`src/rtl/nn_pkg.sv`:
```
// Shared definitions for the neural-network node datapath.
// Holds operand widths, default accumulator geometry, the per-beat side-band
// record carried down the pipeline, and the output clamp used at writeback.
package nn_pkg;

  localparam int unsigned WEIGHT_W      = 8;
  localparam int unsigned ACT_W         = 8;
  // Signed weight times zero-extended activation needs one extra bit.
  localparam int unsigned PROD_W        = WEIGHT_W + ACT_W + 1;
  localparam int unsigned BIAS_W        = 16;
  localparam int unsigned OUT_W         = 8;
  localparam int unsigned DEF_ACC_WIDTH = 24;
  localparam int unsigned DEF_FRAC_BITS = 4;

  // Side-band fields that travel with each term through stages P and A.
  typedef struct packed {
    logic              last;
    logic              layer_done;
    logic              last_layer;
    logic              bank;
    logic [BIAS_W-1:0] bias;
  } beat_meta_t;

  // Clamp a wide signed value to an 8-bit activation: [0,255] for hidden
  // layers, [-128,127] two's complement for the output layer.
  function automatic logic [OUT_W-1:0] clamp_act(input logic signed [63:0] val,
                                                 input logic              signed_mode);
    logic [OUT_W-1:0] res;
    if (signed_mode) begin
      if (val > 64'sd127) begin
        res = 8'h7f;
      end else if (val < -64'sd128) begin
        res = 8'h80;
      end else begin
        res = val[OUT_W-1:0];
      end
    end else begin
      if (val > 64'sd255) begin
        res = 8'hff;
      end else if (val < 64'sd0) begin
        res = 8'h00;
      end else begin
        res = val[OUT_W-1:0];
      end
    end
    return res;
  endfunction

endpackage

```
`src/rtl/nn_node_accumulator_if.sv`:
```
// Term-stream input and activation-memory write port of the node accumulator.
//   master: sequencer side, drives in_valid/weight/activation/bias and strobes.
//   slave : accumulator side, drives act_wr_* plus layer_end/busy/sat_flag.
interface nn_node_accumulator_if
  import nn_pkg::*;
#(
  parameter int unsigned ADDR_WIDTH = 8
);

  logic                  in_valid;
  logic [WEIGHT_W-1:0]   weight;
  logic [ACT_W-1:0]      activation;
  logic [BIAS_W-1:0]     bias;
  logic                  node_done;
  logic                  layer_done;
  logic                  last_layer;
  logic                  mem_select;

  logic                  act_wr_en;
  logic                  act_wr_bank;
  logic [ADDR_WIDTH-1:0] act_wr_addr;
  logic [OUT_W-1:0]      act_wr_data;
  logic                  layer_end;
  logic                  busy;
  logic                  sat_flag;

  modport master (
    output in_valid, weight, activation, bias, node_done, layer_done, last_layer, mem_select,
    input  act_wr_en, act_wr_bank, act_wr_addr, act_wr_data, layer_end, busy, sat_flag
  );

  modport slave (
    input  in_valid, weight, activation, bias, node_done, layer_done, last_layer, mem_select,
    output act_wr_en, act_wr_bank, act_wr_addr, act_wr_data, layer_end, busy, sat_flag
  );

endinterface

```
`src/rtl/nn_postproc.sv`:
```
// Writeback post-processing (combinational): adds the bias to the final
// accumulator value, arithmetic-shifts by FRAC_BITS and clamps to 8 bits.
// Ports:
//   acc        in  final signed dot product
//   bias       in  signed node bias
//   last_layer in  1 selects signed [-128,127] output, 0 selects ReLU [0,255]
//   data       out resulting activation byte
module nn_postproc
  import nn_pkg::*;
#(
  parameter int unsigned ACC_WIDTH = DEF_ACC_WIDTH,
  parameter int unsigned FRAC_BITS = DEF_FRAC_BITS
) (
  input  logic signed [ACC_WIDTH-1:0] acc,
  input  logic signed [BIAS_W-1:0]    bias,
  input  logic                        last_layer,
  output logic [OUT_W-1:0]            data
);

  // One guard bit so the bias add can never wrap.
  localparam int unsigned SUM_W = ((ACC_WIDTH > BIAS_W) ? ACC_WIDTH : BIAS_W) + 1;

  logic signed [SUM_W-1:0] sum;
  logic signed [SUM_W-1:0] shifted;

  always_comb begin
    sum     = SUM_W'(acc) + SUM_W'(bias);
    shifted = sum >>> FRAC_BITS;
    data    = clamp_act(64'(shifted), last_layer);
  end

endmodule

```
`src/rtl/nn_node_accumulator.sv`:
```
// Multiply-accumulate stage for one network node at a time.
// Three-stage pipeline: P (product), A (saturating accumulate), W (bias,
// shift, clamp and activation-memory write into the bank not being read).
// Ports:
//   clk      in  rising-edge clock
//   reset_n  in  asynchronous active-low reset
//   bus      slave modport: term stream in, act_wr_*/layer_end/busy/sat_flag out
module nn_node_accumulator
  import nn_pkg::*;
#(
  parameter int unsigned ACC_WIDTH  = DEF_ACC_WIDTH,
  parameter int unsigned FRAC_BITS  = DEF_FRAC_BITS,
  parameter int unsigned ADDR_WIDTH = 8
) (
  input logic                  clk,
  input logic                  reset_n,
  nn_node_accumulator_if.slave bus
);

  // Headroom bit above the larger of accumulator and product widths.
  localparam int unsigned SUM_W = ((ACC_WIDTH > PROD_W) ? ACC_WIDTH : PROD_W) + 1;

  // Stage P
  logic                     first_q;
  logic                     p_valid_q;
  logic                     p_first_q;
  logic signed [PROD_W-1:0] p_prod_q;
  beat_meta_t               p_meta_q;
  logic signed [PROD_W-1:0] w_ext;
  logic signed [PROD_W-1:0] a_ext;
  logic signed [PROD_W-1:0] prod_d;
  beat_meta_t               p_meta_d;

  // Stage A
  logic                        a_valid_q;
  logic signed [ACC_WIDTH-1:0] acc_q;
  beat_meta_t                  a_meta_q;
  logic signed [ACC_WIDTH-1:0] acc_d;
  logic                        acc_ovf;
  logic signed [SUM_W-1:0]     acc_wide;
  logic signed [SUM_W-1:0]     prod_wide;
  logic signed [SUM_W-1:0]     sum_wide;
  logic [SUM_W-ACC_WIDTH:0]    sum_hi;
  logic                        sat_q;

  // Stage W
  logic                  w_valid_q;
  logic                  wr_en_q;
  logic                  wr_bank_q;
  logic [ADDR_WIDTH-1:0] wr_addr_q;
  logic [OUT_W-1:0]      wr_data_q;
  logic                  layer_end_q;
  logic [ADDR_WIDTH-1:0] node_cnt_q;
  logic [OUT_W-1:0]      post_data;

  // ---------------------------------------------------------------- stage P
  always_comb begin
    w_ext  = {{(PROD_W - WEIGHT_W){bus.weight[WEIGHT_W-1]}}, bus.weight};
    a_ext  = {{(PROD_W - ACT_W){1'b0}}, bus.activation};
    prod_d = w_ext * a_ext;

    p_meta_d.last       = bus.node_done;
    // layer_done is only meaningful on a node's last term.
    p_meta_d.layer_done = bus.node_done & bus.layer_done;
    p_meta_d.last_layer = bus.last_layer;
    p_meta_d.bank       = ~bus.mem_select;
    p_meta_d.bias       = bus.bias;
  end

  always_ff @(posedge clk or negedge reset_n) begin
    if (!reset_n) begin
      first_q   <= 1'b1;
      p_valid_q <= 1'b0;
      p_first_q <= 1'b0;
      p_prod_q  <= '0;
      p_meta_q  <= '0;
    end else begin
      p_valid_q <= bus.in_valid;
      if (bus.in_valid) begin
        // The beat following a node's last term starts the next node.
        first_q   <= bus.node_done;
        p_first_q <= first_q;
        p_prod_q  <= prod_d;
        p_meta_q  <= p_meta_d;
      end
    end
  end

  // ---------------------------------------------------------------- stage A
  always_comb begin
    acc_wide  = SUM_W'(acc_q);
    prod_wide = SUM_W'(p_prod_q);
    sum_wide  = acc_wide + prod_wide;
    // All bits from the top down to the accumulator sign must agree to fit.
    sum_hi    = sum_wide[SUM_W-1:ACC_WIDTH-1];
    acc_ovf   = 1'b0;
    if (p_first_q) begin
      acc_d = prod_wide[ACC_WIDTH-1:0];
    end else if (!((&sum_hi) || !(|sum_hi))) begin
      acc_ovf = 1'b1;
      acc_d   = sum_wide[SUM_W-1] ? {1'b1, {(ACC_WIDTH - 1){1'b0}}}
                                  : {1'b0, {(ACC_WIDTH - 1){1'b1}}};
    end else begin
      acc_d = sum_wide[ACC_WIDTH-1:0];
    end
  end

  always_ff @(posedge clk or negedge reset_n) begin
    if (!reset_n) begin
      a_valid_q <= 1'b0;
      acc_q     <= '0;
      a_meta_q  <= '0;
      sat_q     <= 1'b0;
    end else begin
      a_valid_q <= p_valid_q;
      if (p_valid_q) begin
        acc_q    <= acc_d;
        a_meta_q <= p_meta_q;
        sat_q    <= sat_q | acc_ovf;
      end
    end
  end

  // ---------------------------------------------------------------- stage W
  nn_postproc #(
    .ACC_WIDTH (ACC_WIDTH),
    .FRAC_BITS (FRAC_BITS)
  ) u_postproc (
    .acc        (acc_q),
    .bias       (a_meta_q.bias),
    .last_layer (a_meta_q.last_layer),
    .data       (post_data)
  );

  always_ff @(posedge clk or negedge reset_n) begin
    if (!reset_n) begin
      w_valid_q   <= 1'b0;
      wr_en_q     <= 1'b0;
      wr_bank_q   <= 1'b0;
      wr_addr_q   <= '0;
      wr_data_q   <= '0;
      layer_end_q <= 1'b0;
      node_cnt_q  <= '0;
    end else begin
      w_valid_q   <= a_valid_q;
      wr_en_q     <= a_valid_q & a_meta_q.last;
      layer_end_q <= a_valid_q & a_meta_q.last & a_meta_q.layer_done;
      if (a_valid_q && a_meta_q.last) begin
        wr_data_q  <= post_data;
        wr_bank_q  <= a_meta_q.bank;
        wr_addr_q  <= node_cnt_q;
        node_cnt_q <= a_meta_q.layer_done ? '0 : node_cnt_q + ADDR_WIDTH'(1);
      end
    end
  end

  assign bus.act_wr_en   = wr_en_q;
  assign bus.act_wr_bank = wr_bank_q;
  assign bus.act_wr_addr = wr_addr_q;
  assign bus.act_wr_data = wr_data_q;
  assign bus.layer_end   = layer_end_q;
  assign bus.sat_flag    = sat_q;
  assign bus.busy        = p_valid_q | a_valid_q | w_valid_q;

endmodule

```
`src/flat_wrapper.sv`:
```
// flat-port wrapper written by rule: the top's interface ports become plain ports
module nn_node_accumulator_flat import nn_pkg::*;
#(
  parameter int unsigned ACC_WIDTH  = DEF_ACC_WIDTH,
  parameter int unsigned FRAC_BITS  = DEF_FRAC_BITS,
  parameter int unsigned ADDR_WIDTH = 8
)
  (clk, reset_n, bus_in_valid, bus_weight, bus_activation, bus_bias, bus_node_done, bus_layer_done, bus_last_layer, bus_mem_select, bus_act_wr_en, bus_act_wr_bank, bus_act_wr_addr, bus_act_wr_data, bus_layer_end, bus_busy, bus_sat_flag);
  nn_node_accumulator_if #(.ADDR_WIDTH(ADDR_WIDTH)) bus_i ();
  input logic clk;
  input logic reset_n;
  input wire logic [$bits(bus_i.in_valid)-1:0] bus_in_valid;
  input wire logic [$bits(bus_i.weight)-1:0] bus_weight;
  input wire logic [$bits(bus_i.activation)-1:0] bus_activation;
  input wire logic [$bits(bus_i.bias)-1:0] bus_bias;
  input wire logic [$bits(bus_i.node_done)-1:0] bus_node_done;
  input wire logic [$bits(bus_i.layer_done)-1:0] bus_layer_done;
  input wire logic [$bits(bus_i.last_layer)-1:0] bus_last_layer;
  input wire logic [$bits(bus_i.mem_select)-1:0] bus_mem_select;
  output wire logic [$bits(bus_i.act_wr_en)-1:0] bus_act_wr_en;
  output wire logic [$bits(bus_i.act_wr_bank)-1:0] bus_act_wr_bank;
  output wire logic [$bits(bus_i.act_wr_addr)-1:0] bus_act_wr_addr;
  output wire logic [$bits(bus_i.act_wr_data)-1:0] bus_act_wr_data;
  output wire logic [$bits(bus_i.layer_end)-1:0] bus_layer_end;
  output wire logic [$bits(bus_i.busy)-1:0] bus_busy;
  output wire logic [$bits(bus_i.sat_flag)-1:0] bus_sat_flag;
  assign bus_i.in_valid = bus_in_valid;
  assign bus_i.weight = bus_weight;
  assign bus_i.activation = bus_activation;
  assign bus_i.bias = bus_bias;
  assign bus_i.node_done = bus_node_done;
  assign bus_i.layer_done = bus_layer_done;
  assign bus_i.last_layer = bus_last_layer;
  assign bus_i.mem_select = bus_mem_select;
  assign bus_act_wr_en = bus_i.act_wr_en;
  assign bus_act_wr_bank = bus_i.act_wr_bank;
  assign bus_act_wr_addr = bus_i.act_wr_addr;
  assign bus_act_wr_data = bus_i.act_wr_data;
  assign bus_layer_end = bus_i.layer_end;
  assign bus_busy = bus_i.busy;
  assign bus_sat_flag = bus_i.sat_flag;
  nn_node_accumulator #(.ACC_WIDTH(ACC_WIDTH), .FRAC_BITS(FRAC_BITS), .ADDR_WIDTH(ADDR_WIDTH)) u_core (.clk(clk), .reset_n(reset_n), .bus(bus_i));
endmodule
```
`config.mk`:
```
export PLATFORM = sky130hd
export DESIGN_NAME = nn_node_accumulator_flat
export DESIGN_NICKNAME = d
export VERILOG_FILES = /design/src/rtl/nn_pkg.sv /design/src/rtl/nn_node_accumulator_if.sv /design/src/rtl/nn_postproc.sv /design/src/rtl/nn_node_accumulator.sv /design/src/flat_wrapper.sv
export SDC_FILE = /design/constraint.sdc
export NUM_CORES = 1
export LEC_CHECK = 0
export ABC_CLOCK_PERIOD_IN_PS = 3000
export CORE_MARGIN = 2
export CORE_UTILIZATION = 55
export CTS_CLUSTER_SIZE = 40
export DETAILED_ROUTE_END_ITERATION = 12
export GPL_ROUTABILITY_DRIVEN = 0
export GPL_TIMING_DRIVEN = 0
export PLACE_DENSITY_LB_ADDON = 0.1
export SLEW_MARGIN = 0
export SYNTH_ARGS = -nofsm -noshare
export SYNTH_HDL_FRONTEND = slang
export SYNTH_HIERARCHICAL = 1
export SYNTH_SLANG_ARGS = --single-unit
```
`constraint.sdc`:
```
create_clock -name clk -period 3 [get_ports clk]
set_input_delay 0.45 -clock clk [delete_from_list [all_inputs] [get_ports clk]]
set_output_delay 0.45 -clock clk [all_outputs]
set_load 0.02 [all_outputs]
```
==> run_results.csv <==
group,metric,value,unit
power,sequentialPowerShare,18.6,%
clock_tree,clockRootBuffer,"clkbuf_16",
layout,area_delta_synth_final,24.3,%
timing,grt_setup_unrepaired,"true",
floorplan,io-pin-count,60,
power,combPwrFrac,66.1,%
yosys,yosysSeqAreaShare,29.6,%
clock_tree,clk_latency,0.43,ns
power,clkPwrFrac,15.2,%
critical_path,crit_path_frequent_cell,"fa_1",
clock_tree,cts_buffers,17,
timing,worst_slack,-0.903,ns
clock_tree,htree_levels,4,
critical_path,rr_worst_depth,10,
place,numPortBuffers,59,
detailed_routing,wire_per_inst,18.1,um
power,switchingPower,6.05,mW
yosys,syn_inst,1023,
critical_path,cp_slowest_stage_delay,0.54,ns
timing,fin_crit_sh,130,%
run_status,violations,"negative setup slack",
min_path,min_path_type,"primary input to flip-flop",
detailed_routing,via_per_inst,5.89,
detailed_routing,drc,0,
clock_tree,clockBufferDepth,2,
critical_path,path_class,"primary input to flip-flop",
critical_path,rr_startpoint,"u_core/p_prod_q[16]",
layout,design_area,0.0120,mm^2
place,place_ws,-2.06,ns
place,postPlaceCellArea,0.0107,mm^2
power,totalPowerFinal,13.2,mW
timing,clock_skew,0.00998,ns
yosys,avgSynthCellArea,9.41,um^2
layout,final_cells,1374,
yosys,synth_cell_type_count,94,
timing,period_needed,3.90,ns
place,dp_hpwl,18100,um
layout,drive_gt1_share,25.8,%
timing,worstMarginPinSlew,0.876,ns
critical_path,cp-start-kind,"primary input",
floorplan,fp.dieArea,0.0186,mm^2
timing,drv_slew,0,
yosys,synth_ff_type,"dfrtp_1",
run,maxCapViolCount,0,
floorplan,row_count,48,
floorplan,dieHeight,136,um
yosys,yosys_warnings,6,
min_path,min_from,"bus_weight[0]",
floorplan,die-width,136,um
yosys,syn_area,0.00963,mm^2
detailed_routing,ant_nets,0,
place,place_inst,1308,
floorplan,start_util,56.1,%
power,p_sw_share,45.7,%
critical_path,crit_arrival,4.19,ns
yosys,async_flop_share,100,%
run_status,status,"finished, violations left",
critical_path,required,3.29,ns
critical_path,rr_endpoint,"u_core/acc_q[5]",
timing,totalNegativeSetupSlack,-14.63,ns
min_path,hold_end,"u_core/p_prod_q[0]",
power,p_per_area,1110,mW/mm^2
min_path,holdPathStages,3,
power,peakVddDrop,0.000604,V
yosys,synth_nets,1191,
power,leakagePower,5.44,nW
timing,relSlewSlack,41.6,%
clock_tree,cts_sinks,114,
timing,fmax,0.256,GHz
timing,hold_violations,0,
detailed_routing,dr.pass1.iters,5,
clock_tree,clk_pin_slew,0.06,ns
detailed_routing,num_vias,8098,
detailed_routing,drt-initial-drc-count,561,
global_route,antenna_found_initial,0,
clock_tree,cts_tree,"yes",
global_route,grt_pass1_wl,40000,um
critical_path,cp_cell_sequence,"buf_12, clkinvlp_4, fa_1, fa_1, inv_2, fa_1, inv_2, fa_1, inv_2, ha_4, o21a_1, o21ai_2, a21oi_2, a41oi_2, buf_4, a21oi_4, xnor2_1, a21oi_1",
layout,antenna_cells,0,
layout,n_fill_cell,1337,
layout,final_common_cell,"dfrtp_1",
critical_path,r2r_slack,-0.39,ns
global_route,track_usage,27.6,%
layout,nets,1304,
critical_path,end_kind,"flip-flop",
yosys,synth_edf_count,0,
global_route,grt_max_degree,68,
yosys,ys_seq_elements,114,
global_route,gr-total-overflow,0,
floorplan,coreArea,0.0172,mm^2
global_route,grt_pass1_vias,7965,
power,internal_power,7.18,mW
detailed_routing,finalWirelength,24900,um
critical_path,worst-path-max-fanout,5,
timing,finalSetupViolCount,43,
critical_path,cpMaxStageDelayCell,"fa_1",
layout,layout_common_cells,"112 x dfrtp_1, 105 x nand2_1, 76 x inv_1, 76 x ha_1, 61 x a21oi_1",
-- Yosys cell counts (all sizes together) (10+ instances only) --
cell | count | share of area, %
a21oi | 72 | 3.9
nand3 | 21 | 1.1
dfrtp | 113 | 29
o211ai | 13 | 1.1
and2 | 46 | 3.0
ha | 91 | 12
nor2 | 46 | 1.8
xnor2 | 28 | 2.5
mux2 | 51 | 6.0
or3 | 10 | 0.71
o21ai | 49 | 2.7
inv | 92 | 3.6
and3 | 15 | 1.0
nor3 | 21 | 1.2
buf | 12 | 1.0
nand2 | 111 | 4.4
fa | 38 | 7.9
a21o | 19 | 1.5
clkbuf | 19 | 0.99
nand4 | 16 | 1.2
o221ai | 11 | 1.0
xor2 | 17 | 1.6
-- worst max-delay path by stage --
stage	from	endpoint	slack, ns	depth (start not counted)
6_report	bus_weight[7]	u_core/p_prod_q[16]	-0.90	18
3_3_place_gp	reset_n	u_core/bus.act_wr_addr[5]	-3.03	1
5_1_grt	bus_weight[7]	u_core/p_prod_q[16]	-1.03	18
4_1_cts	bus_activation[3]	u_core/p_prod_q[14]	-0.84	21
3_5_place_dp	bus_weight[7]	u_core/p_prod_q[15]	-2.06	16
2_1_floorplan	bus_weight[7]	u_core/p_prod_q[14]	-1.02	16
-- layout make-up --
type / instances / area (um^2) / share of cell area, %
flip-flops and latches: 114 / 2860 / 23.9
multi-input cells: 784 / 6710 / 56.1
well taps: 225 / 282 / 2.35
repair buffers: 94 / 966 / 8.07
inverters: 93 / 355 / 2.97
clock inverters: 15 / 163 / 1.36
clock buffers: 17 / 425 / 3.55
plain buffers: 32 / 208 / 1.74
-- metrics by stage --
step | utilization [%] | hold slack, ns
after floorplan | - | 0.154
after global placement | 62.0 | 0.377
after detailed placement | 62.2 | 0.394
after CTS | 68.6 | 0.325
after global routing | 69.7 | 0.345
final | 69.7 | 0.343
-- per-layer routing --
metal | up-vias | routed length [um] | track usage [%]
li1 | 3864 | - | -
met1 | 3943 | 11000 | 36.7
met2 | 240 | 12100 | 45.8
met3 | 51 | 1290 | 5.70
met4 | 0 | 483 | 7.23
met5 | - | 0 | 0
-- power by group through the flow --
stage / Sequential, mW / Combinational, mW / Clock (mW)
after floorplan: 2.39 / 5.92 / 0
after global placement: 2.47 / 7.47 / 0
after detailed placement: 2.48 / 7.58 / 0
after CTS: 2.46 / 8.31 / 2.04
after global routing: 2.52 / 9.57 / 2.13
final: 2.47 / 8.75 / 2.01
-- registers in the layout, summed over array words and instances, names as in the netlist --
| name | count |
|---|---|
| u_core/p_first_q | 1 |
| u_core/a_meta_q | 20 |
| u_core/acc_q | 24 |
| u_core/bus.act_wr_en | 1 |
| u_core/node_cnt_q | 8 |
| u_core/w_valid_q | 1 |
| u_core/p_prod_q | 17 |
| u_core/a_valid_q | 1 |
| u_core/bus.layer_end | 1 |
| u_core/bus.sat_flag | 1 |
| u_core/bus.act_wr_addr | 8 |
| u_core/bus.act_wr_bank | 1 |
| u_core/first_q | 1 |
| u_core/p_meta_q | 20 |
| u_core/p_valid_q | 1 |
| u_core/bus.act_wr_data | 8 |
-- kinds of logic (layout without fill, tap and decap cells) --
family	after synthesis	after routing	synth area share, %
compound gates	238	238	17.3
xor+xnor	45	45	4.17
fa+ha+maj	129	129	19.7
buf+inv	125	251	5.76
flops	114	114	29.6
mux	55	55	6.42
simple gates	317	317	17.0
-- critical path: cells and delay by family --
family / cells / cell delay [ns]
buffers and inverters: 6 / 0.51
xor gates and xnor gates: 1 / 0.14
AOI/OAI and AO/OA: 6 / 0.77
adders and majority gates: 5 / 2.29
-- timing repair --
item | in CTS | in global routing
endpoints found under the hold margin | 31 | 0
gates resized for setup | 165 | 44
pin swaps | 41 | 23
setup endpoints to repair | 45 | 45
buffers inserted | 28 | 7
hold buffers | 1 | 0
(Power assumes the default switching activity.)
